===== src/rtl/pwm_pkg.sv =====
// pwm_pkg: shared widths and types for the PWM generator and capture blocks.
//   COUNT_W     - width of period/compare/measurement counters
//   cap_state_t - capture FSM states
package pwm_pkg;
    localparam int COUNT_W = 16;
    typedef enum logic [1:0] {IDLE, ARM, HIGH, LOW} cap_state_t;
endpackage


===== src/rtl/pwm_sync_edge.sv =====
// pwm_sync_edge: synchronises an async input and flags its rising/falling edges.
//   clk, rst_n - clock, async active-low reset
//   d          - asynchronous input
//   level      - synchronised level
//   rise, fall - one-cycle edge strobes, same latency for both edges
module pwm_sync_edge #(
    parameter int SYNC_STAGES = 2
) (
    input  logic clk,
    input  logic rst_n,
    input  logic d,
    output logic level,
    output logic rise,
    output logic fall
);
    logic [SYNC_STAGES-1:0] sync;
    logic                   prev;
    always_ff @(posedge clk or negedge rst_n) begin
        if (!rst_n) begin
            sync <= '0;
            prev <= 1'b0;
        end else begin
            sync <= {sync[SYNC_STAGES-2:0], d};
            prev <= sync[SYNC_STAGES-1];
        end
    end
    assign level = sync[SYNC_STAGES-1];
    assign rise  = level & ~prev;
    assign fall  = ~level & prev;
endmodule


===== src/rtl/pwm_capture.sv =====
// pwm_capture: measures period and high time of an external PWM input in clk cycles.
//   clk, rst_n  - clock, async active-low reset
//   cap_en      - capture enable (level); low aborts and returns to IDLE
//   clr_ovf     - pulse clearing the sticky overflow flag
//   pwm_in      - asynchronous PWM input
//   meas_period - last complete period (rise to rise)
//   meas_high   - high time of that period (rise to fall)
//   meas_valid  - one-cycle pulse when meas_* update
//   ovf         - sticky: counter saturated with no edge
//   level       - synchronised input level
module pwm_capture
    import pwm_pkg::*;
#(
    parameter int SYNC_STAGES = 2
) (
    input  logic               clk,
    input  logic               rst_n,
    input  logic               cap_en,
    input  logic               clr_ovf,
    input  logic               pwm_in,
    output logic [COUNT_W-1:0] meas_period,
    output logic [COUNT_W-1:0] meas_high,
    output logic               meas_valid,
    output logic               ovf,
    output logic               level
);
    localparam logic [COUNT_W-1:0] CNT_MAX = '1;
    localparam logic [COUNT_W-1:0] CNT_ONE = COUNT_W'(1);
    cap_state_t         state, state_n;
    logic [COUNT_W-1:0] cnt, cnt_n, high_lat, high_lat_n, meas_period_n, meas_high_n;
    logic               meas_valid_n, ovf_set, rise, fall;
    pwm_sync_edge #(.SYNC_STAGES(SYNC_STAGES)) u_sync (
        .clk   (clk),
        .rst_n (rst_n),
        .d     (pwm_in),
        .level (level),
        .rise  (rise),
        .fall  (fall)
    );
    always_comb begin
        state_n       = state;
        cnt_n         = cnt;
        high_lat_n    = high_lat;
        meas_period_n = meas_period;
        meas_high_n   = meas_high;
        meas_valid_n  = 1'b0;
        ovf_set       = 1'b0;
        if (!cap_en) begin
            state_n = IDLE;
            cnt_n   = '0;
        end else begin
            case (state)
                IDLE: begin
                    cnt_n   = '0;
                    state_n = ARM;
                end
                ARM: if (rise) begin
                    cnt_n   = CNT_ONE;
                    state_n = HIGH;
                end
                HIGH: if (fall) begin
                    high_lat_n = cnt;
                    // a 65535-cycle high phase leaves cnt pinned so LOW overflows next cycle
                    cnt_n      = (cnt == CNT_MAX) ? cnt : cnt + CNT_ONE;
                    state_n    = LOW;
                end else if (cnt == CNT_MAX) begin
                    ovf_set = 1'b1;
                    state_n = ARM;
                end else begin
                    cnt_n = cnt + CNT_ONE;
                end
                LOW: if (rise) begin
                    // closing rise also opens the next period
                    meas_period_n = cnt;
                    meas_high_n   = high_lat;
                    meas_valid_n  = 1'b1;
                    cnt_n         = CNT_ONE;
                    state_n       = HIGH;
                end else if (cnt == CNT_MAX) begin
                    ovf_set = 1'b1;
                    state_n = ARM;
                end else begin
                    cnt_n = cnt + CNT_ONE;
                end
                default: state_n = IDLE;
            endcase
        end
    end
    always_ff @(posedge clk or negedge rst_n) begin
        if (!rst_n) begin
            state       <= IDLE;
            cnt         <= '0;
            high_lat    <= '0;
            meas_period <= '0;
            meas_high   <= '0;
            meas_valid  <= 1'b0;
            ovf         <= 1'b0;
        end else begin
            state       <= state_n;
            cnt         <= cnt_n;
            high_lat    <= high_lat_n;
            meas_period <= meas_period_n;
            meas_high   <= meas_high_n;
            meas_valid  <= meas_valid_n;
            ovf         <= ovf_set | (ovf & ~clr_ovf);
        end
    end
endmodule


===== config.mk =====
export PLATFORM = sky130hd
export DESIGN_NAME = pwm_capture
export DESIGN_NICKNAME = d
export VERILOG_FILES = /design/src/rtl/pwm_pkg.sv /design/src/rtl/pwm_sync_edge.sv /design/src/rtl/pwm_capture.sv
export SDC_FILE = /design/constraint.sdc
export NUM_CORES = 1
export LEC_CHECK = 0
export CAP_MARGIN = 20
export CORE_UTILIZATION = 35
export CTS_CLUSTER_SIZE = 10
export DETAILED_ROUTE_END_ITERATION = 7
export HOLD_SLACK_MARGIN = 0.02
export PLACE_DENSITY = 0.52
export SYNTH_ARGS = -nofsm -noshare
export SYNTH_HDL_FRONTEND = slang
export SYNTH_SLANG_ARGS = --single-unit

===== constraint.sdc =====
create_clock -name clk -period 2 [get_ports clk]
set_input_delay 0.3 -clock clk [delete_from_list [all_inputs] [get_ports clk]]
set_output_delay 0.3 -clock clk [all_outputs]
set_load 0.005 [all_outputs]

---- After elaboration in Yosys (flattened, before gate mapping) ----
Cells that the tools add are included.
storage, ports and cells
  flip-flop bits (word level) ............. 71
  input port bits ......................... 5
  output and inout bits ................... 35
  logic and storage cells ................. 44
operators by class
  add/subtract/negate cells ............... 1
  equality and inequality tests ........... 5
  mux-type cells .......................... 19
  bitwise logic cells ..................... 7
  reduce and logical (&&, ||, !) cells .... 3
operators with widths
  kind                     number
  $mux W16                 4
  $pmux W16 S4             1
  $add A16 B1 Y16 const B  1
  $eq A16 B16 Y1 const B   1
  $mux W2                  5
  $pmux W2 S4              1
  $mux W1                  7
  $reduce_and A3 Y1        2
  $eq A2 B2 Y1 const B     2
  $and A1 B1 Y1            3
  $ne A3 B3 Y1 const B     1
  $not A1 Y1               3
  $eq A2 B1 Y1 const B     1
  $logic_not A2 Y1         1
  $pmux W1 S2              1
  $or A1 B1 Y1             1

---- Depth between registers and ports, before layout ----
  word-level depth ........................ 6
  gate-level depth with buffers ........... 6
  depth with buffers taken out ............ 5

---- Cells and area by module ----
From an unflattened synthesis, not the netlist that was laid out.
unflattened totals
  cells, all modules ...................... 247
  area, all modules ....................... 3104.2 µm²
by module, submodules not included
  module         times used  cells each  area each (µm²)  sequential area each (µm²)
  pwm_capture    1           242         3014.1           1701.6
  pwm_sync_edge  1           5           90.1             75.1

---- Worst setup path after synthesis ----
No wires, ideal clock.
  kind .................................... reg2reg
  start point ............................. register cnt[0]
  end point ............................... register cnt[9]
  setup time .............................. 0.070 ns
  arrival ................................. 1.752 ns
  required time ........................... 1.930 ns
  setup slack ............................. 0.179 ns
  stages on the path, launching flop included .. 7
  path buffers ............................ 1
  period minus slack after synthesis ...... 1.821 ns
  cells stage by stage .................... dfrtp_1 > ha_1 > and4_1 > and4_1 > clkbuf_1 > or4_1 > nand3_1
between the ends
  word-level cells in the longest chain between the ends .. 5
  elaborated cells between the ends (all ways) .. 6
  those cells by class .................... add/sub: 1; eq/ne: 1; mux: 4
ends and longest elaborated chain
  what                                                      RTL line                                                 text
  from (decl)                                               pwm_capture.sv:30                                        logic [COUNT_W-1:0] cnt, cnt_n, high_lat, high_lat_n, meas_period_n, meas_high_n;
  from (signal assigned)                                    pwm_capture.sv:100                                       cnt <= cnt_n;
  $add A16 B1 Y16 / $eq A16 B16 Y1 (equally long branches)  -
  $mux W16 *                                                pwm_capture.sv:64, pwm_capture.sv:66, pwm_capture.sv:79
  $mux W16                                                  pwm_capture.sv:72                                        LOW: if (rise) begin
  $pmux W16 S4 *                                            pwm_capture.sv:52                                        case (state)
  $mux W16 *                                                pwm_capture.sv:48                                        if (!cap_en) begin
Mark *: on every way between the ends. The rest lies on a longest branch, timed or not.
A chain may end at the register's enable or synchronous reset.

---- Worst setup path after layout ----
Same ends and word-level chain as after synthesis.

==> metrics.md <==
| Metric | Value |
|---|---|
| Die Height | 95.9 um |
| YS warnings | 0 |
| WP buf/inv | 0 |
| Clock root cell | clkbuf_8 |
| Routed WL per cell | 15.4 um |
| Post-CTS Repair Setup Buffers | 0 |
| GP Congestion | a little under 0.8 |
| Clk Latency, worst-skew pair | 0.34 ns |
| Vias in the first global route | 2,194 |
| Final Hold Fails | 0 |
| Post-CTS Resized | 0 |
| Area grow syn2layout | 28.4% |
| Final Max Tran Viols | 0 |
| Final setup viols | 0 |
| # rows | 33 |
| Via count | 2,206 |
| Num ports | 40 |
| Status | complete, no violations |
| Ranking of synthesized cells by area | dfrtp_1 58%, mux2_2 18%, nand2_1 2.3% |
| Worst Setup End Kind | register |
| Worst R2R Setup Slack | 0.18 ns |
| Crit path top cell by count | and4_1 |
| Combinational Power Share | between 3 and 4% |
| CP Class | register to register |
| Clock power frac | between 40% and 50% |
| Min cycle time layout | 1.82 ns |
| DRT Pass-1 Iters | 4 |
| TritonCTS Buffers | 9 |
| Synth cell types | 42 |
| Fmax | 549 MHz |
| Core Area | 8380 sq um |
| Sw power | 0.579 mW |
| EDFF count, synth | 0 |
| CP max stage cell | or4_1 |
| Crit-path leading delay family | simple AND/OR/NAND/NOR gates |
| Final HPWL DP | 4.28 mm |
| Sw Ratio | 20.0% |
| PortBufs | 39 |
| Tcrit/Tclk final | roughly nine tenths |
| Setup TNS after final layout | 0 ns |
| Startpoint types | register |
| Maximum VDD drop | 458 uV |
| R2R cell count | 5 |
| Share of cells above drive strength 1 | between 20 and 30% |
| Via density | around 5.3 |
| Total congestion overflow | 0 |
| Crit path DAT | 2.10 ns |
| P_leak | between 1.5 and 2 nW |
| Unrepaired setup endpoints after global routing | no |
| CTS tree | yes |
| Clk sinks | 71 |
| Max incr delay on CP | ~0.50 ns |
| CTS Hold Bufs | 1 |
| Die width | 95.9 um |
| WP data required | 2.28 ns |
| Slew margin rel. | 68.5% |
| Clock Tree Buf Depth | 2 |
| Synth Flop Type | dfrtp_1 |
| Pwr Total | 2.90 mW |
| Reg power frac | 50.2% |
| Net Count, Synth | approximately 260 |
| HP Class | register to register |
| Cell count after synthesis | 251 |
| Pwr Density | between 700 and 800 nW/um^2 |
| Number of fill cells | between 700 and 800 |
| CP max FO | 5 |
| First-pass GRT wire length | 11.0 mm |
| Drt initial violations | 111 |
| Starting density of the core | a little under two fifths |
| Synth top area share | 57.6% |
| Post-synth top area cell | dfrtp_1 |
| Final WL | 6.39 mm |
| Antenna Cells | 0 |
| Reg area | ~1800 sq um |
| FF+latch count, synth | 71 |
| Drt drc | 0 |
| Critical path depth | 5 |
| Cell Area, Synth | 3080 sq um |
| Die area | 9190 sq um |
| Cell Chain, Critical Path | ha_1, and4_1, and4_1, or4_1, nand3_1 |
| Int Pwr | 2.32 mW |
| Htree depth | 3 |
| Hold path depth | 0 |
| Clock transition at the registers of the reported paths | around 0.08 ns |
| Nets | 312 |
| Largest net degree at the start of global routing | 72 |
| Max Cap Violations | 0 |
| Async SR Flop Fraction | 100% |
| Avg Cell Area, Syn | between 10 and 15 sq um |
| Sequential fraction of the synthesis area | ~58% |
| Worst-Margin Slew | around 0.47 ns |
| Multi-input gate area | 1220 sq um |
| Worst Skew | 0.0120 ns |
| Initial antenna violation count | 0 |
| GRT Util Overall | between 15 and 20% |
| Detail Route Antenna Nets | 0 |
-- flip-flops by register name, summed over array words and instances (netlist names) --
register / flops
state: 2
u_sync.sync: 2
meas_period: 16
u_sync.prev: 1
high_lat: 16
ovf: 1
cnt: 16
meas_valid: 1
meas_high: 16
-- final timing paths --
kind / startpoint / end
max: cnt[0]$_DFFE_PN0P_ / cnt[9]$_DFFE_PN0P_
min: u_sync.sync[0]$_DFF_PN0_ / u_sync.sync[1]$_DFF_PN0_
max reg2reg: cnt[0]$_DFFE_PN0P_ / cnt[9]$_DFFE_PN0P_
min reg2reg: u_sync.sync[0]$_DFF_PN0_ / u_sync.sync[1]$_DFF_PN0_
max in group asynchronous: rst_n / meas_high[10]$_DFFE_PN0P_
min in group asynchronous: rst_n / cnt[11]$_DFFE_PN0P_
-- cell families after synthesis --
| family | count (synthesis) | synth area share, % |
|---|---|---|
| flops | 71 | 57.6 |
| simple gates | 68 | 12.9 |
| mux | 48 | 17.5 |
| compound gates | 40 | 8.28 |
| buf+inv | 22 | 3.00 |
| xor+xnor | 1 | 0.284 |
| fa+ha+maj | 1 | 0.406 |
-- layout make-up --
| cell class | count | area share [%] |
|---|---|---|
| sequential | 71 | 44.9 |
| multi-input combinational | 158 | 30.7 |
| timing repair buffer | 60 | 14.4 |
| clock buffer | 14 | 4.61 |
| tap | 105 | 3.32 |
| clock inverter | 2 | 1.52 |
| inverter | 6 | 0.569 |
-- synth_stat cells (4+ instances only) --
master / n
inv_1: 6
nand3_1: 7
a21oi_1: 10
nor3_1: 4
o21ai_0: 8
nand4_1: 7
buf_2: 7
o211ai_1: 5
nor2_1: 5
and4_1: 4
clkbuf_1: 8
mux2_2: 48
dfrtp_1: 71
nand2_1: 19
-- layout by cell type, fill, tap and decap left out, drive strengths merged, types with 2 or more instances in the layout --
cell	netlist	final
clkbuf	9	14
mux2	48	48
nand2	19	19
dfrtp	71	71
clkdlybuf4s50	0	38
or4	4	4
o21ai	8	8
nor2	5	5
buf	7	21
o211ai	5	5
inv	6	6
o22ai	3	3
a31oi	3	3
nand3	7	7
bufinv	0	2
and2	2	2
or3	3	3
and3	3	3
nor3	4	4
o31ai	3	3
and4	4	4
a41oi	2	2
nor4	2	2
a21oi	10	10
nand4	8	8
o311ai	2	2
-- through the flow --
| step | setup WS (ns) | util [%] | cells | hold slack [ns] | cell area (sq um) |
|---|---|---|---|---|---|
| 3_3_place_gp | 0.0284 | 44.2 | 399 | 0.335 | 3710 |
| 3_5_place_dp | -0.0118 | 44.2 | 399 | 0.337 | 3710 |
| 4_1_cts | 0.175 | 47.2 | 416 | 0.365 | 3960 |
| 6_report | 0.177 | 47.2 | 416 | 0.362 | 3960 |
| 2_1_floorplan | 0.179 | - | 251 | 0.00441 | 3080 |
| 5_1_grt | 0.0417 | 47.2 | 416 | 0.371 | 3960 |
-- per-layer routing --
layer  part of all wire (%)  GRT usage (%)  up-vias
met5                      0              0        -
met4                   0.95           5.85        0
met3                    3.8           5.37        6
met2                     47           24.7       48
met1                     49           21.2     1114
li1                       -              -     1038
-- worst register-to-register path, delay by kind of cell, from the launching register on --
kind / cells / cell delay (ns)
DFF: 1 / 0.45
adders and majority gates: 1 / 0.25
and+or+nand+nor: 4 / 1.07
-- power groups by stage --
stage	registers (mW)	clock network, mW	logic (mW)
final	1.46	1.35	0.0924
after global routing	1.46	1.46	0.107
after CTS	1.46	1.40	0.0959
after detailed placement	1.48	0	0.0938
after global placement	1.48	0	0.0940
after floorplan	1.48	0	0.0314
Note: power is estimated with default switching activity, not from simulation.
